==> src/rtl/sw_input_conditioner_pkg.sv <==
// Shared configuration for the switch/pushbutton input conditioner.
package sw_input_conditioner_pkg;

    // Number of board switch/pushbutton pins conditioned.
    localparam int unsigned SW_WIDTH            = 5;
    // 20 ms at 50 MHz.
    localparam int unsigned SW_DEBOUNCE_CYCLES  = 1000000;
    // Stability counter width; must hold SW_DEBOUNCE_CYCLES-1.
    localparam int unsigned SW_CNT_W            = 20;
    // Index of the pushbutton bit that gets press/release pulses.
    localparam int unsigned SW_PB_BIT           = 0;
    // Short debounce window so simulations finish quickly.
    localparam int unsigned DEBOUNCE_CYCLES_SIM = 4;

endpackage

==> src/rtl/sw_debounce_bit.sv <==
// One switch bit: 2-FF synchroniser, stability counter and debounced level register.
module sw_debounce_bit
    import sw_input_conditioner_pkg::*;
#(
    parameter int unsigned DEBOUNCE_CYCLES = SW_DEBOUNCE_CYCLES,
    parameter int unsigned CNT_W           = SW_CNT_W
) (
    input  logic Clock_pin,
    input  logic Resetn_pin,
    input  logic sw_raw,
    output logic sw_clean,
    output logic cnt_active
);

    // Last count value before a new level is accepted.
    localparam logic [CNT_W-1:0] TermCnt = CNT_W'(DEBOUNCE_CYCLES - 1);

    logic             sync1_q;
    logic             sync2_q;
    logic             clean_q;
    logic [CNT_W-1:0] cnt_q;

    // Bring the asynchronous pin into the Clock_pin domain.
    always_ff @(posedge Clock_pin or negedge Resetn_pin) begin
        if (!Resetn_pin) begin
            sync1_q <= 1'b0;
            sync2_q <= 1'b0;
        end else begin
            sync1_q <= sw_raw;
            sync2_q <= sync1_q;
        end
    end

    // Count consecutive cycles of disagreement; accept the new level once the window fills.
    always_ff @(posedge Clock_pin or negedge Resetn_pin) begin
        if (!Resetn_pin) begin
            cnt_q   <= '0;
            clean_q <= 1'b0;
        end else if (sync2_q == clean_q) begin
            cnt_q   <= '0;
        end else if (cnt_q == TermCnt) begin
            // Clearing here keeps the counter from ever wrapping.
            clean_q <= sync2_q;
            cnt_q   <= '0;
        end else begin
            cnt_q   <= cnt_q + 1'b1;
        end
    end

    assign sw_clean   = clean_q;
    assign cnt_active = (cnt_q != '0);

endmodule

==> src/rtl/sw_input_conditioner.sv <==
// Synchronises and debounces the board switches; emits press/release pulses for the pushbutton.
module sw_input_conditioner
    import sw_input_conditioner_pkg::*;
#(
    parameter int unsigned WIDTH           = SW_WIDTH,
    parameter int unsigned DEBOUNCE_CYCLES = SW_DEBOUNCE_CYCLES,
    parameter int unsigned CNT_W           = SW_CNT_W,
    parameter int unsigned PB_BIT          = SW_PB_BIT
) (
    input  logic             Clock_pin,
    input  logic             Resetn_pin,
    input  logic [WIDTH-1:0] SW_raw,
    output logic [WIDTH-1:0] SW_clean,
    output logic             Press_pulse,
    output logic             Release_pulse,
    output logic             Busy
);

    logic [WIDTH-1:0] cnt_active;
    logic             pb_prev_q;
    logic             press_q;
    logic             release_q;
    logic             busy_q;

    for (genvar i = 0; i < WIDTH; i++) begin : g_bit
        sw_debounce_bit #(
            .DEBOUNCE_CYCLES(DEBOUNCE_CYCLES),
            .CNT_W          (CNT_W)
        ) u_bit (
            .Clock_pin (Clock_pin),
            .Resetn_pin(Resetn_pin),
            .sw_raw    (SW_raw[i]),
            .sw_clean  (SW_clean[i]),
            .cnt_active(cnt_active[i])
        );
    end

    // Registered edge detect on the pushbutton level plus the pending-change flag.
    always_ff @(posedge Clock_pin or negedge Resetn_pin) begin
        if (!Resetn_pin) begin
            pb_prev_q <= 1'b0;
            press_q   <= 1'b0;
            release_q <= 1'b0;
            busy_q    <= 1'b0;
        end else begin
            pb_prev_q <= SW_clean[PB_BIT];
            press_q   <= SW_clean[PB_BIT] & ~pb_prev_q;
            release_q <= ~SW_clean[PB_BIT] & pb_prev_q;
            busy_q    <= |cnt_active;
        end
    end

    assign Press_pulse   = press_q;
    assign Release_pulse = release_q;
    assign Busy          = busy_q;

endmodule
==> config.mk <==
export PLATFORM = sky130hd
export DESIGN_NAME = sw_input_conditioner
export DESIGN_NICKNAME = d
export VERILOG_FILES = /design/src/rtl/sw_input_conditioner_pkg.sv /design/src/rtl/sw_debounce_bit.sv /design/src/rtl/sw_input_conditioner.sv
export SDC_FILE = /design/constraint.sdc
export NUM_CORES = 1
export LEC_CHECK = 0
export CELL_PAD_IN_SITES_DETAIL_PLACEMENT = 1
export CELL_PAD_IN_SITES_GLOBAL_PLACEMENT = 1
export CORE_ASPECT_RATIO = 0.8
export CORE_MARGIN = 2
export CORE_UTILIZATION = 40
export CTS_CLUSTER_SIZE = 16
export DETAILED_ROUTE_END_ITERATION = 8
export GPL_ROUTABILITY_DRIVEN = 0
export GPL_TIMING_DRIVEN = 1
export PLACE_DENSITY = 0.7
export REMOVE_ABC_BUFFERS = 1
export SYNTH_ARGS = -nofsm -noshare
export SYNTH_HDL_FRONTEND = slang
export SYNTH_SLANG_ARGS = --single-unit
==> constraint.sdc <==
create_clock -name Clock_pin -period 2.8 [get_ports Clock_pin]
set_input_delay 0.7 -clock Clock_pin [delete_from_list [all_inputs] [get_ports Clock_pin]]
set_output_delay 0.7 -clock Clock_pin [all_outputs]
set_load 0.1 [all_outputs]
; Word-level counts from Yosys, hierarchy flattened
; Cells that the tools add are included.
[totals]
regBits = 119
out_inout_bits = 8
[op_classes]
addsub = 5
n_eq_ne = 10
muxes = 10
bitwise_logic = 9
reduce_logical = 11
[op_table]
columns = cell, count
row1 = $mux 20, 10
row2 = $add 20x1->20 const B, 5
row3 = $eq 20x20->1 const B, 5
row4 = $reduce_bool 20->1, 5
row5 = $reduce_and 2->1, 5
row6 = $not 1->1, 7
row7 = $eq 1x1->1, 5
row8 = $reduce_or 5->1, 1
row9 = $and 1x1->1, 2

; Longest topological paths before layout
[depth]
ltp_word = 3
depth_mapped = 7

; Hierarchy
; Synthesis repeated with hierarchy kept, for this count alone.
[unflattened]
cells_unflattened = 601
area_unflattened_um2 = 6368.6
[by_module_without_submodules]
columns = mod, n_inst, cells_each, area_each_um2, seq_area_each_um2
row1 = sw_debounce_bit at g_bit[0].u_bit ..., 4, 118, 1256.2, 575.6
row2 = sw_debounce_bit at g_bit[1].u_bit, 1, 120, 1218.7, 575.6
row3 = sw_input_conditioner, 1, 9, 125.1, 100.1

; Worst setup path before layout
; Ideal clock, no wire load.
[synth_path]
path_kind = flip-flop to flip-flop
start = register g_bit[4].u_bit.cnt_q[0]
end = register g_bit[4].u_bit.cnt_q[10]
arrival_ns = 1.770
required_time_ns = 2.679
setup_slack_ns = 0.909
path_stages_with_launch = 7
synth_period_minus_slack_ns = 1.891
path_cell_list = dfrtp_1 ha_1 nand3_2 or2_2 o31ai_4 buf_2 nor2_1
[synth_via]
elab_chain_len = 3
elab_cells_between_ends = 4
cone_classes = add/sub: 1 / eq/ne: 1 / mux: 2
[synth_lines]
columns = element, line
row1 = "start, declared", sw_debounce_bit.sv:21  ; logic [CNT_W-1:0] cnt_q;
row2 = "start signal, assigned", sw_debounce_bit.sv:46  ; cnt_q <= cnt_q + 1'b1;
row3 = $add 20x1->20 or $eq 20x20->1 (tied branches), "sw_debounce_bit.sv:46, sw_debounce_bit.sv:41"
row4 = $mux 20 *, sw_debounce_bit.sv:41  ; end else if (cnt_q == TermCnt) begin
row5 = $mux 20 *, sw_debounce_bit.sv:39  ; end else if (sync2_q == clean_q) begin
; Every way passes the cells marked *; elsewhere a longest branch is shown, timed or not.
; A chain may end at the register's enable or synchronous reset.

; Worst setup path in the final report
[layout_path]
start = register g_bit[4].u_bit.cnt_q[8]
end = register g_bit[4].u_bit.cnt_q[15]
; The elaborated chain is that of the path after synthesis.

==> impl_metrics.toml <==
[yosys]
synth.area.top_cells = "dfrtp_1 50%, xnor2_1 6.7%, nor2_1 5.2%, xor2_1 4.3%, nor4_1 3.6%"
synthAdderAreaFrac_pct = 2.11
synth_xor_area_share_pct = 10.9
synth_seq_cells = 119
syn-cell-area_um2 = 5920
ys_seq_area_share_pct = 50.3
synth_top_area_share_pct = 50.3
muxShareOfSynthArea_pct = 0.951
yosys.area.top_type = "dfrtp_1"
synth_flop_cell = "dfrtp_1"
syn_avg_cell_area_um2 = 9.93
synth_top_family_by_area = "simple AND/OR/NAND/NOR gates"
ys_top_cells_by_count = "119 x dfrtp_1, 82 x nor2_1, 45 x xnor2_1"
yosysWarnings = 0
netlist_instances = 596
synth-async-reset-ratio_pct = 100
synth_edf_count = 0
synth-simple-area-share_pct = 27.0
synth_compound_area_share_pct = 4.92
netlist-cell-type-count = 40
synth.most_common_cell = "dfrtp_1"

[global_routing]
antenna_found_initial = 0
first_global_vias = 4805
grt_max_degree = 57
grt_pass1_wl_um = 24300
grtUsageTotal_pct = 19.4
grt.overflow.total = 0

[setup_path]
reg2reg_from = "g_bit[4].u_bit.cnt_q[8]"
reg2reg_slack_ns = 0.57
rr_worst_depth = 4
endpoint_kind = "flip-flop"
path_class = "flip-flop to flip-flop"
crit_arrival_ns = 2.50
worstPathMaxFanout = 19
slowest_delay_ns = 0.73
slowest_stage = "o31ai_4"
reg2reg_to = "g_bit[4].u_bit.cnt_q[15]"
cp_cell_sequence = "nor4_1 -> nand2_1 -> o31ai_4 -> nor2_1"
crit_path_start_kind = "flip-flop"
crit_required_ns = 3.07

[drt]
wl_per_cell_um = 17.4
viasPerCell = 5.56
drt_iter0_drc = 241
route.detailed.drc = 0
ant_nets = 0
wl_um = 14100
num_vias = 4514
dr.pass1.iters = 6

[clock_network]
cts.clk_slew.worst_paths_ns = 0.06
holdBufCountCts = 0
cts_tree = "built"
cts_resized = 0
htree_levels = 4
clockBufferDepth = 2
clock-root-buffer = "clkbuf_16"
numCtsBuffers = 17
cts_sinks = 119
postCtsSetupRepairBufs = 0
clk_latency_ns = 0.43

[layout]
postLayoutCoreUtil_pct = 47.8
instances_no_fill = 812
drive_gt1_share_pct = 11.5
n_antenna_cell = 0
nets = 633
design_area_um2 = 6890
layout-area-overhead-vs-synth_pct = 16.3

[floorplan]
fp.dieH_um = 113
die_x_um = 140
core_um2 = 14400
die_area_um2 = 15800
placement_rows = 39
io_pins = 15
start_util_pct = 41.1

[outcome]
status = "complete, no violations"

[sta]
max-slew-margin-rel_pct = 47.2
hold_viol = 0
rsz0062_at_grt = "no"
maxSlewViolCount = 0
clock_skew_ns = 0.0116
fin_crit_ns = 2.23
setup_viol = 0
tns_ns = 0
hold_ws_ns = 0.108
layout_setup_ws_ns = 0.569
worst_pin_slew_ns = 0.792
period_share_pct = 79.7
fmax_mhz = 448

[placement]
place_area_um2 = 6240
dp_hpwl_um = 9730
dpl.cell_count = 781
pre_cts_ws_ns = 0.536
port_buffers = 14

[power]
ir_drop_v = 0.000461
power_density_nw_per_um2 = 627
totalPowerFinal_mw = 4.32
cellLeakagePower_nw = 2.83

[run]
cap_violations = 0

[min_path]
min_path_type = "input pin to asynchronous set/reset pin"
cells by family after synthesis:
group,after synthesis
compound gates,45
xor+xnor,74
simple gates,292
mux,5
flops,119
fa+ha+maj,10
buf+inv,51
layer usage:
| metal | track usage (%) | share of wire [%] |
|---|---|---|
| met1 | 27.2 | 51 |
| met2 | 29.6 | 45 |
| met3 | 4.36 | 2.3 |
| met4 | 7.74 | 1.8 |
| met5 | 0 | 0 |
area by class of cell:
type	instances	area (um2)
Fill cell	1594	7510
Sequential cell	119	2980
Multi-Input combinational cell	426	2730
Clock buffer	19	443
Tap cell	184	230
Clock inverter	12	200
Timing Repair Buffer	22	190
Inverter	30	113
sequential cells by signal, indices dropped and copies added, names as in the netlist:
| name | flops |
|---|---|
| g_bit.u_bit.cnt_q | 100 |
| Busy | 1 |
| Press_pulse | 1 |
| g_bit.u_bit.sw_clean | 5 |
| Release_pulse | 1 |
| pb_prev_q | 1 |
| g_bit.u_bit.sync2_q | 5 |
| g_bit.u_bit.sync1_q | 5 |
report_power, final:
group          switching [mW]  internal [mW]
clock                   0.797           1.60
sequential             0.0272           1.75
combinational           0.101         0.0527
total                   0.925           3.39
layout by cell type (no fill, tap or decap), drive strengths merged, types with 9 or more instances in the layout:
master and count:
dfrtp 119, nor2 82, xnor2 45, nand3 37, nor4 34, nand4 33, inv 31, xor2 29
nand2 27, a21oi 21, nor3 19, clkbuf 19, buf 17, o21ai 12, ha 10, and3 9
o31ai 9
critical path, delay by kind of cell (launching register included):
family	cells	cell delay, ns
flip-flops	1	0.44
AO/OA/AOI/OAI	1	0.73
AND/OR/NAND/NOR	3	0.91
worst max-delay path by stage:
stage,start,end,slack [ns]
3_3_place_gp,g_bit[4].u_bit.cnt_q[8],g_bit[4].u_bit.cnt_q[7],0.65
6_report,g_bit[4].u_bit.cnt_q[8],g_bit[4].u_bit.cnt_q[15],0.57
4_1_cts,g_bit[4].u_bit.cnt_q[8],g_bit[4].u_bit.cnt_q[8],0.52
5_1_grt,g_bit[2].u_bit.cnt_q[0],g_bit[2].u_bit.cnt_q[18],0.42
3_5_place_dp,g_bit[4].u_bit.cnt_q[8],g_bit[4].u_bit.cnt_q[8],0.54
2_1_floorplan,g_bit[1].u_bit.cnt_q[0],g_bit[1].u_bit.cnt_q[10],0.37
(Power assumes the default switching activity.)
